[config.mk]
export PLATFORM = sky130hd
export DESIGN_NAME = mux_scan_demux_flat
export DESIGN_NICKNAME = d
export VERILOG_FILES = /design/src/rtl/mux_scan_demux_pkg.sv /design/src/rtl/mux_scan_demux_if.sv /design/src/rtl/mux_scan_demux_timer.sv /design/src/rtl/mux_scan_demux.sv /design/src/flat_wrapper.sv
export SDC_FILE = /design/constraint.sdc
export NUM_CORES = 1
export LEC_CHECK = 0
export BUFFER_PORTS_ARGS = -buffer_cell sky130_fd_sc_hd__buf_2
export CORE_UTILIZATION = 48
export DETAILED_ROUTE_END_ITERATION = 16
export PLACE_DENSITY = 0.74
export SYNTH_ARGS = -nofsm -noshare
export SYNTH_HDL_FRONTEND = slang
export SYNTH_HIERARCHICAL = 1
export SYNTH_SLANG_ARGS = --single-unit
[constraint.sdc]
create_clock -name clk -period 1.4 [get_ports clk]
set_input_delay 0.07 -clock clk [delete_from_list [all_inputs] [get_ports clk]]
set_output_delay 0.07 -clock clk [all_outputs]
set_load 0.005 [all_outputs]
[src/rtl/mux_scan_demux_pkg.sv]
// Shared constants, FSM state type and parameter legality check for the
// mux scan/demux receiver.
package mux_scan_pkg;

  localparam int N_CH  = 4;
  localparam int SEL_W = 2;

  typedef enum logic {
    IDLE,
    SCAN
  } state_t;

  function automatic bit params_legal(input int div, input int settle);
    return (div >= 2) && (div <= 256) && (settle >= 1) && (settle <= div - 1);
  endfunction

endpackage

[src/rtl/mux_scan_demux_if.sv]
// Frame delivery bus: reconstructed word, valid/ack handshake, frame counter
// and sticky overrun flag.
interface mux_scan_demux_if;
  import mux_scan_pkg::*;

  logic [N_CH-1:0] q;
  logic            frame_valid;
  logic            frame_ack;
  logic [7:0]      frame_cnt;
  logic            overrun;

  modport master (
    output q,
    output frame_valid,
    input  frame_ack,
    output frame_cnt,
    output overrun
  );

  modport slave (
    input  q,
    input  frame_valid,
    output frame_ack,
    input  frame_cnt,
    input  overrun
  );

endinterface

[src/rtl/mux_scan_demux_timer.sv]
// Per-slot cycle counter: flags the sample cycle and the last cycle of each
// channel slot; held at zero whenever run is low.
module scan_slot_timer #(
  parameter int DIV    = 4,
  parameter int SETTLE = 2
) (
  input  logic clk,
  input  logic rst,
  input  logic run,
  output logic sample_stb,
  output logic slot_end
);

  localparam int CW = $clog2(DIV);

  logic [CW-1:0] cnt;

  always_ff @(posedge clk or posedge rst) begin
    if (rst) begin
      cnt <= '0;
    end else if (!run) begin
      cnt <= '0;
    end else if (cnt == CW'(DIV - 1)) begin
      cnt <= '0;
    end else begin
      cnt <= cnt + CW'(1);
    end
  end

  assign sample_stb = run && (cnt == CW'(SETTLE));
  assign slot_end   = run && (cnt == CW'(DIV - 1));

endmodule

[src/rtl/mux_scan_demux.sv]
// Receive-side partner of a 4:1 bit mux: sweeps the select, samples y per
// channel and presents each completed sweep as a handshaked frame.
module mux_scan_demux
  import mux_scan_pkg::*;
#(
  parameter int DIV    = 4,
  parameter int SETTLE = 2
) (
  input  logic             clk,
  input  logic             rst,
  input  logic             en,
  input  logic             y,
  output logic [SEL_W-1:0] sel,
  mux_scan_demux_if.master bus
);

  generate
    if (!params_legal(DIV, SETTLE)) begin : g_bad_params
      $error("mux_scan_demux: illegal DIV/SETTLE combination");
    end
  endgenerate

  state_t          state;
  logic [N_CH-1:0] shadow;
  logic [N_CH-1:0] frame_word;
  logic            run;
  logic            sample_stb;
  logic            slot_end;
  logic            frame_end;

  assign run       = (state == SCAN) && en;
  assign frame_end = slot_end && (sel == SEL_W'(N_CH - 1));

  scan_slot_timer #(
    .DIV    (DIV),
    .SETTLE (SETTLE)
  ) u_timer (
    .clk        (clk),
    .rst        (rst),
    .run        (run),
    .sample_stb (sample_stb),
    .slot_end   (slot_end)
  );

  // When SETTLE == DIV-1 the last channel is sampled on the frame-end cycle,
  // so that bit has to bypass the shadow register.
  always_comb begin
    frame_word = shadow;
    if (sample_stb) begin
      frame_word[sel] = y;
    end
  end

  always_ff @(posedge clk or posedge rst) begin
    if (rst) begin
      state           <= IDLE;
      sel             <= '0;
      shadow          <= '0;
      bus.q           <= '0;
      bus.frame_valid <= 1'b0;
      bus.frame_cnt   <= '0;
      bus.overrun     <= 1'b0;
    end else begin
      case (state)
        IDLE: begin
          sel <= '0;
          if (en) begin
            state <= SCAN;
          end
        end
        SCAN: begin
          if (!en) begin
            state  <= IDLE;
            sel    <= '0;
            shadow <= '0;
          end else begin
            if (sample_stb) begin
              shadow[sel] <= y;
            end
            if (slot_end) begin
              sel <= frame_end ? '0 : sel + SEL_W'(1);
            end
          end
        end
        default: begin
          state <= IDLE;
          sel   <= '0;
        end
      endcase

      // A new frame wins over a same-cycle ack: valid stays high, no overrun.
      if (frame_end) begin
        bus.q           <= frame_word;
        bus.frame_valid <= 1'b1;
        bus.frame_cnt   <= bus.frame_cnt + 8'd1;
        if (bus.frame_valid && !bus.frame_ack) begin
          bus.overrun <= 1'b1;
        end
      end else if (bus.frame_valid && bus.frame_ack) begin
        bus.frame_valid <= 1'b0;
      end
    end
  end

endmodule

[src/flat_wrapper.sv]
// flat-port wrapper written by rule: the top's interface ports become plain ports
module mux_scan_demux_flat import mux_scan_pkg::*;
#(
  parameter int DIV    = 4,
  parameter int SETTLE = 2
)
  (clk, rst, en, y, sel, bus_q, bus_frame_valid, bus_frame_ack, bus_frame_cnt, bus_overrun);
  mux_scan_demux_if bus_i ();
  input  logic clk;
  input  logic rst;
  input  logic en;
  input  logic y;
  output logic [SEL_W-1:0] sel;
  output wire logic [$bits(bus_i.q)-1:0] bus_q;
  output wire logic [$bits(bus_i.frame_valid)-1:0] bus_frame_valid;
  input wire logic [$bits(bus_i.frame_ack)-1:0] bus_frame_ack;
  output wire logic [$bits(bus_i.frame_cnt)-1:0] bus_frame_cnt;
  output wire logic [$bits(bus_i.overrun)-1:0] bus_overrun;
  assign bus_q = bus_i.q;
  assign bus_frame_valid = bus_i.frame_valid;
  assign bus_i.frame_ack = bus_frame_ack;
  assign bus_frame_cnt = bus_i.frame_cnt;
  assign bus_overrun = bus_i.overrun;
  mux_scan_demux #(.DIV(DIV), .SETTLE(SETTLE)) u_core (.clk(clk), .rst(rst), .en(en), .y(y), .sel(sel), .bus(bus_i));
endmodule
After elaboration in Yosys (flattened, before gate mapping)
Cells that the tools add are included.
{"block": "totals", "reg_bits": 23, "latchBits": 0, "ram_bits": 0, "rom_bits": 0, "input_bits": 5, "output_inout_bits": 16, "word_cells": 42, "n_memories": 0}
{"block": "op_classes", "n_addsub": 3, "multipliers": 0, "n_div": 0, "order_cmp": 2, "eq_ne": 4, "shifts": 0, "mux": 14, "bitwise": 1, "reduce_logical": 10}
{"cell": "2-bit 2-to-1 mux", "n": 5}
{"cell": "8-bit by 1-bit adder with 8-bit output, second input constant", "n": 1}
{"cell": "4-bit 2-to-1 mux", "n": 2}
{"cell": "1-bit logical AND", "n": 7}
{"cell": "2-bit equality test, second input constant", "n": 3}
{"cell": "2-bit by 1-bit adder with 2-bit output, second input constant", "n": 2}
{"cell": "4-bit bitwise mux", "n": 1}
{"cell": "1-bit 2-to-1 mux", "n": 4}
{"cell": "2-bit case mux with 2 select lines", "n": 1}
{"cell": "2-bit by 3-bit less-than comparator with 1-bit output, second input constant", "n": 1}
{"cell": "3-bit inequality test, second input constant", "n": 1}
{"cell": "1-bit demux with 2-bit select", "n": 1}
{"cell": "2-bit by 1-bit >= comparator with 1-bit output, second input constant", "n": 1}
{"cell": "2-bit AND reduction", "n": 1}
{"cell": "2-bit nonzero test", "n": 1}
{"cell": "1-bit zero test", "n": 1}
{"cell": "1-bit inverter", "n": 1}

Logic depth before layout (Yosys ltp)
{"block": "depth", "ltp_word": 7, "depth_mapped": 7, "mapped_depth_nobuf": 6}

Modules after synthesis
The synthesis kept the hierarchy.
{"mod": "mux_scan_demux", "n_inst": 1, "cells_per_inst": 91, "area_per_inst_um2": 963.4, "seq_area_each_um2": 525.5}
{"mod": "scan_slot_timer", "n_inst": 1, "cells_per_inst": 10, "area_per_inst_um2": 113.9, "seq_area_each_um2": 50.0}

Worst setup path after synthesis
OpenSTA, ideal clock, no wires.
{"block": "synth_path", "path_kind": "flip-flop to flip-flop", "start": "register u_core.u_timer.cnt[0]", "end": "register u_core.bus.frame_cnt[4]", "setup_time_ns": 0.124, "t_arrival_ns": 1.214, "required_ns": 1.276, "setup_slack_ns": 0.062, "stages_incl_launch_ff": 7, "n_path_buf": 1, "period_less_slack_ns": 1.338, "path_cell_list": "dfrtp_1 -> ha_1 -> and2_1 -> and2_1 -> buf_4 -> nand4_1 -> xnor2_1"}
{"block": "synth_between", "elab_chain_cells": 3}
{"element": "from (decl)", "line_no": "mux_scan_demux_timer.sv:16", "source": "logic [CW-1:0] cnt;"}
{"element": "from (signal assigned)", "line_no": "mux_scan_demux_timer.sv:26", "source": "cnt <= cnt + CW'(1);"}
{"element": "2-bit equality test", "line_no": "mux_scan_demux_timer.sv:31", "source": "assign slot_end = run && (cnt == CW'(DIV - 1));"}
{"element": "1-bit logical AND", "line_no": "mux_scan_demux_timer.sv:31"}
{"element": "net u_core.slot_end", "line_no": "mux_scan_demux.sv:28", "source": "logic slot_end;"}
{"element": "1-bit logical AND", "line_no": "mux_scan_demux.sv:32", "source": "assign frame_end = slot_end && (sel == SEL_W'(N_CH - 1));"}
{"element": "to (signal assigned)", "line_no": "mux_scan_demux.sv:95", "source": "bus.frame_cnt <= bus.frame_cnt + 8'd1;"}
{"element": "to (decl)", "line_no": "mux_scan_demux_if.sv:16", "source": "output frame_cnt,"}
The timed path passes the listed nets, and every way through them passes these cells.
A chain may end at the register's enable or synchronous reset.

Worst setup path after layout
Ends and elaborated chain as after synthesis.

==> impl_results.md <==
- Post-Synthesis Cells: 101
- Fill cells: 200
- Number of placement rows: 16
- Num CTS Buffers: 3
- Clock Skew: 0.005607 ns
- Distinct cells, synth: 22
- Asr flop ratio synth: 1.000
- Post-CTS setup buffers: 0
- Setup ws final: 0.05748 ns
- Most common cell in the synthesized netlist: dfrtp_1
- Max_cap viols: 0
- Total track usage: 0.1724
- Wire length per cell: 11.82 µm
- CP bufs+invs: 0
- Cell internal pwr: 801.0 µW
- Top_reg_cell synth: dfrtp_1
- Cells taking the most area after synthesis: dfrtp_1, ha_1, xnor2_1
- Final net count: 142
- Power per cell area: 773.9 nW/µm²
- RSZ-0062 raised after global routing: true
- Syn Nets: 113
- Synth Cell Area: 1077 µm²
- Clock power share: 0.288
- Starting DRT DRC Count: 13
- Leakage Power: 0.6974 nW
- CTS max path bufs: 2
- Die Wd: 49.38 µm
- Die ar.: 2438 µm²
- Max incr delay on CP: 0.40 ns
- Initial core utilization: 0.5276
- Vias in the first global route: 765
- Logic pwr share: 0.050
- Drc violations: 0
- Setup WS pre-CTS: 0.01679 ns
- Die Ht: 49.38 µm
- Vias per cell: 4.891
- Post-route ant nets: 0
- CP top delay family: simple AND/OR/NAND/NOR gates
- Slew Viols, Final: 0
- Clk_lat worst skew: 0.30 ns
- Clk root buf: clkbuf_4
- Status: finished clean
- P_sw: 213.7 µW
- Layout cells sized above 1: 0.2868
- Post-synthesis register bit count: 23
- H-tree depth: 1
- Tcrit/Tclk final: 0.9589
- Least-Margin Pin Slew: 0.2680 ns
- Maximum vdd drop: 0.0004645 V
- Clock slew at reported path FFs: 0.12 ns
- Area grow syn2layout: 21.72%
- Crit-path cells: ha_2 > and2_4 > and2_4 > nand4_1 > xnor2_1
- Initial antenna violation count: 0
- Yosys warning count: 6
- Rel. slew slack: 0.8213
- CP endpoint kind: flop
- Detailed placement HPWL: 1375 µm
- Largest net degree at the start of global routing: 22
- Sequential power share: 0.662
- Min Tclk post-route: 1.343 ns
- CTS tree: yes
- Crit-path slowest cell: dfrtp_1
- PortBufs: 20
- Placer Congestion: 0.7761
- Worst Path Arrival: 1.56 ns
- Area leader, netlist: dfrtp_1
- Sequential area share after synthesis: 0.5343
- Boundary pin count: 21
- Switching Share: 0.2106
- Antenna Cells: 0
- Post-Syn Area per Cell: 10.67 µm²
- Top-area cell type share of the netlist area: 0.5343
- Crit path launch type: flop
- Post-synth top cells: dfrtp_1, nand2_1, inv_1
- GR Overflow Total: 0
- First-pass GRT wire length: 3194 µm
- Final WL: 1844 µm
- Critical path peak fanout: 7
- CORE AREA: 2042 µm²
- Vias: 763
- Post-synth EDFFs: 0
- Crit Path Class: flop to flop
- Worst path most repeated cell: and2_4
- Fin Hold WS: 0.05801 ns
- WP data required: 1.62 ns
- Worst min path class: primary input to flop
- Hold Violations, Final: 0
- CTS sink cnt: 23
- Endpoints failing setup: 0
- F_max: 0.7449 GHz
- First-pass DRT Iterations: 4
-- cells by family after synthesis --
group,share of synthesized area
AND/OR/NAND/NOR,0.1498
flip-flops,0.5343
AO/OA/AOI/OAI,0.08130
buffers and inverters,0.04994
XOR/XNOR,0.05691
adder cells (fa/ha/maj),0.08130
multiplexers,0.04646
-- flip-flops by register name, indices dropped and copies added, names as in the netlist --
signal	cells
u_core/bus.frame_cnt	8
u_core/bus.q	4
u_core/shadow	4
u_core/sel	2
u_core/u_timer/cnt	2
u_core/bus.frame_valid	1
u_core/bus.overrun	1
u_core/state	1
-- power by group through the flow --
stage	Sequential, mW	Combinational (mW)	Clock (mW)
CTS	0.672	0.0512	0.310
floorplan	0.685	0.0256	0
global placement	0.684	0.0461	0
detailed placement	0.684	0.0468	0
global route	0.673	0.0597	0.336
finish	0.672	0.0511	0.292
-- path summary, 6_finish.rpt --
check / from / to / slack (ns) / depth (start not counted)
setup / recovery: u_core/u_timer/cnt[0] / u_core/bus.frame_cnt[4] / 0.06 / 5
hold / removal: bus_frame_ack / u_core/bus.frame_valid / 0.06 / 3
setup reg to reg: u_core/u_timer/cnt[0] / u_core/bus.frame_cnt[4] / 0.06 / 5
hold reg to reg: u_core/bus.frame_cnt[7] / u_core/bus.frame_cnt[7] / 0.47 / 1
max in group asynchronous: rst / u_core/sel[0] / 0.84 / 4
min in group asynchronous: rst / u_core/u_timer/cnt[0] / 0.15 / 3
-- final cells by class --
cell class,instances,area [µm²],area share
Tap cell,27,33.78,0.02576
Clock buffer,4,26.28,0.02004
Multi-Input combinational cell,65,470.5,0.3588
Sequential cell,23,576.8,0.4399
Timing Repair Buffer,26,162.7,0.1240
Inverter,11,41.29,0.03149
-- per-layer routing --
metal	up-vias	share of wire	GRT usage	routed length [µm]
met5	-	0	0	0
met4	0	0	0.06190	0
met3	0	0.036	0.02804	67
met2	15	0.48	0.2740	886
met1	359	0.48	0.2383	890
li1	389	-	-	-
-- through the flow --
| stage | cells | util | power (mW) | setup TNS [ns] | area (µm²) |
|---|---|---|---|---|---|
| finish | 156 | 0.6422 | 1.015 | 0 | 1311 |
| global route | 156 | 0.6422 | 1.068 | -0.04263 | 1311 |
| CTS | 156 | 0.6317 | 1.033 | 0 | 1290 |
| detailed placement | 150 | 0.6078 | 0.7311 | 0 | 1241 |
| global placement | 150 | 0.6078 | 0.7300 | 0 | 1241 |
| floorplan | 101 | - | 0.7101 | 0 | 1077 |
-- placed cells by master (no fill, tap or decap) --
cell type       n
and2_4          3
nor2_1          2
nand2b_1        1
o21bai_1        1
clkbuf_4        3
nand2_1        13
dlygate4sd3_1   2
nand2_4         1
clkbuf_1        1
a21boi_1        4
buf_2          20
nor3b_2         1
dfrtp_1        22
and3_1          2
o22ai_1         4
buf_12          1
a21oi_1         1
nand2_2         2
buf_4           3
inv_1          10
o21ai_1         4
nor3b_1         1
ha_2            1
mux2i_1         5
nand3_1         1
nand4_1         4
inv_2           1
dfrtp_2         1
xnor2_1         7
nor2b_1         1
ha_1            6
-- worst reg2reg max path, cell delays in order, from the launching register on --
cell	delay (ns)
dfrtp_1	0.40
ha_2	0.21
and2_4	0.15
and2_4	0.17
nand4_1	0.12
xnor2_1	0.21
-- what timing repair did --
item                                    in CTS  in global routing
endpoints found under the hold margin       24                  0
endpoints found under the setup margin       1                 14
gates resized for setup                      1                 11
pin swaps                                    0                  3
hold buffers                                 2                  0
No activity file was read; power rests on OpenSTA's default activity.
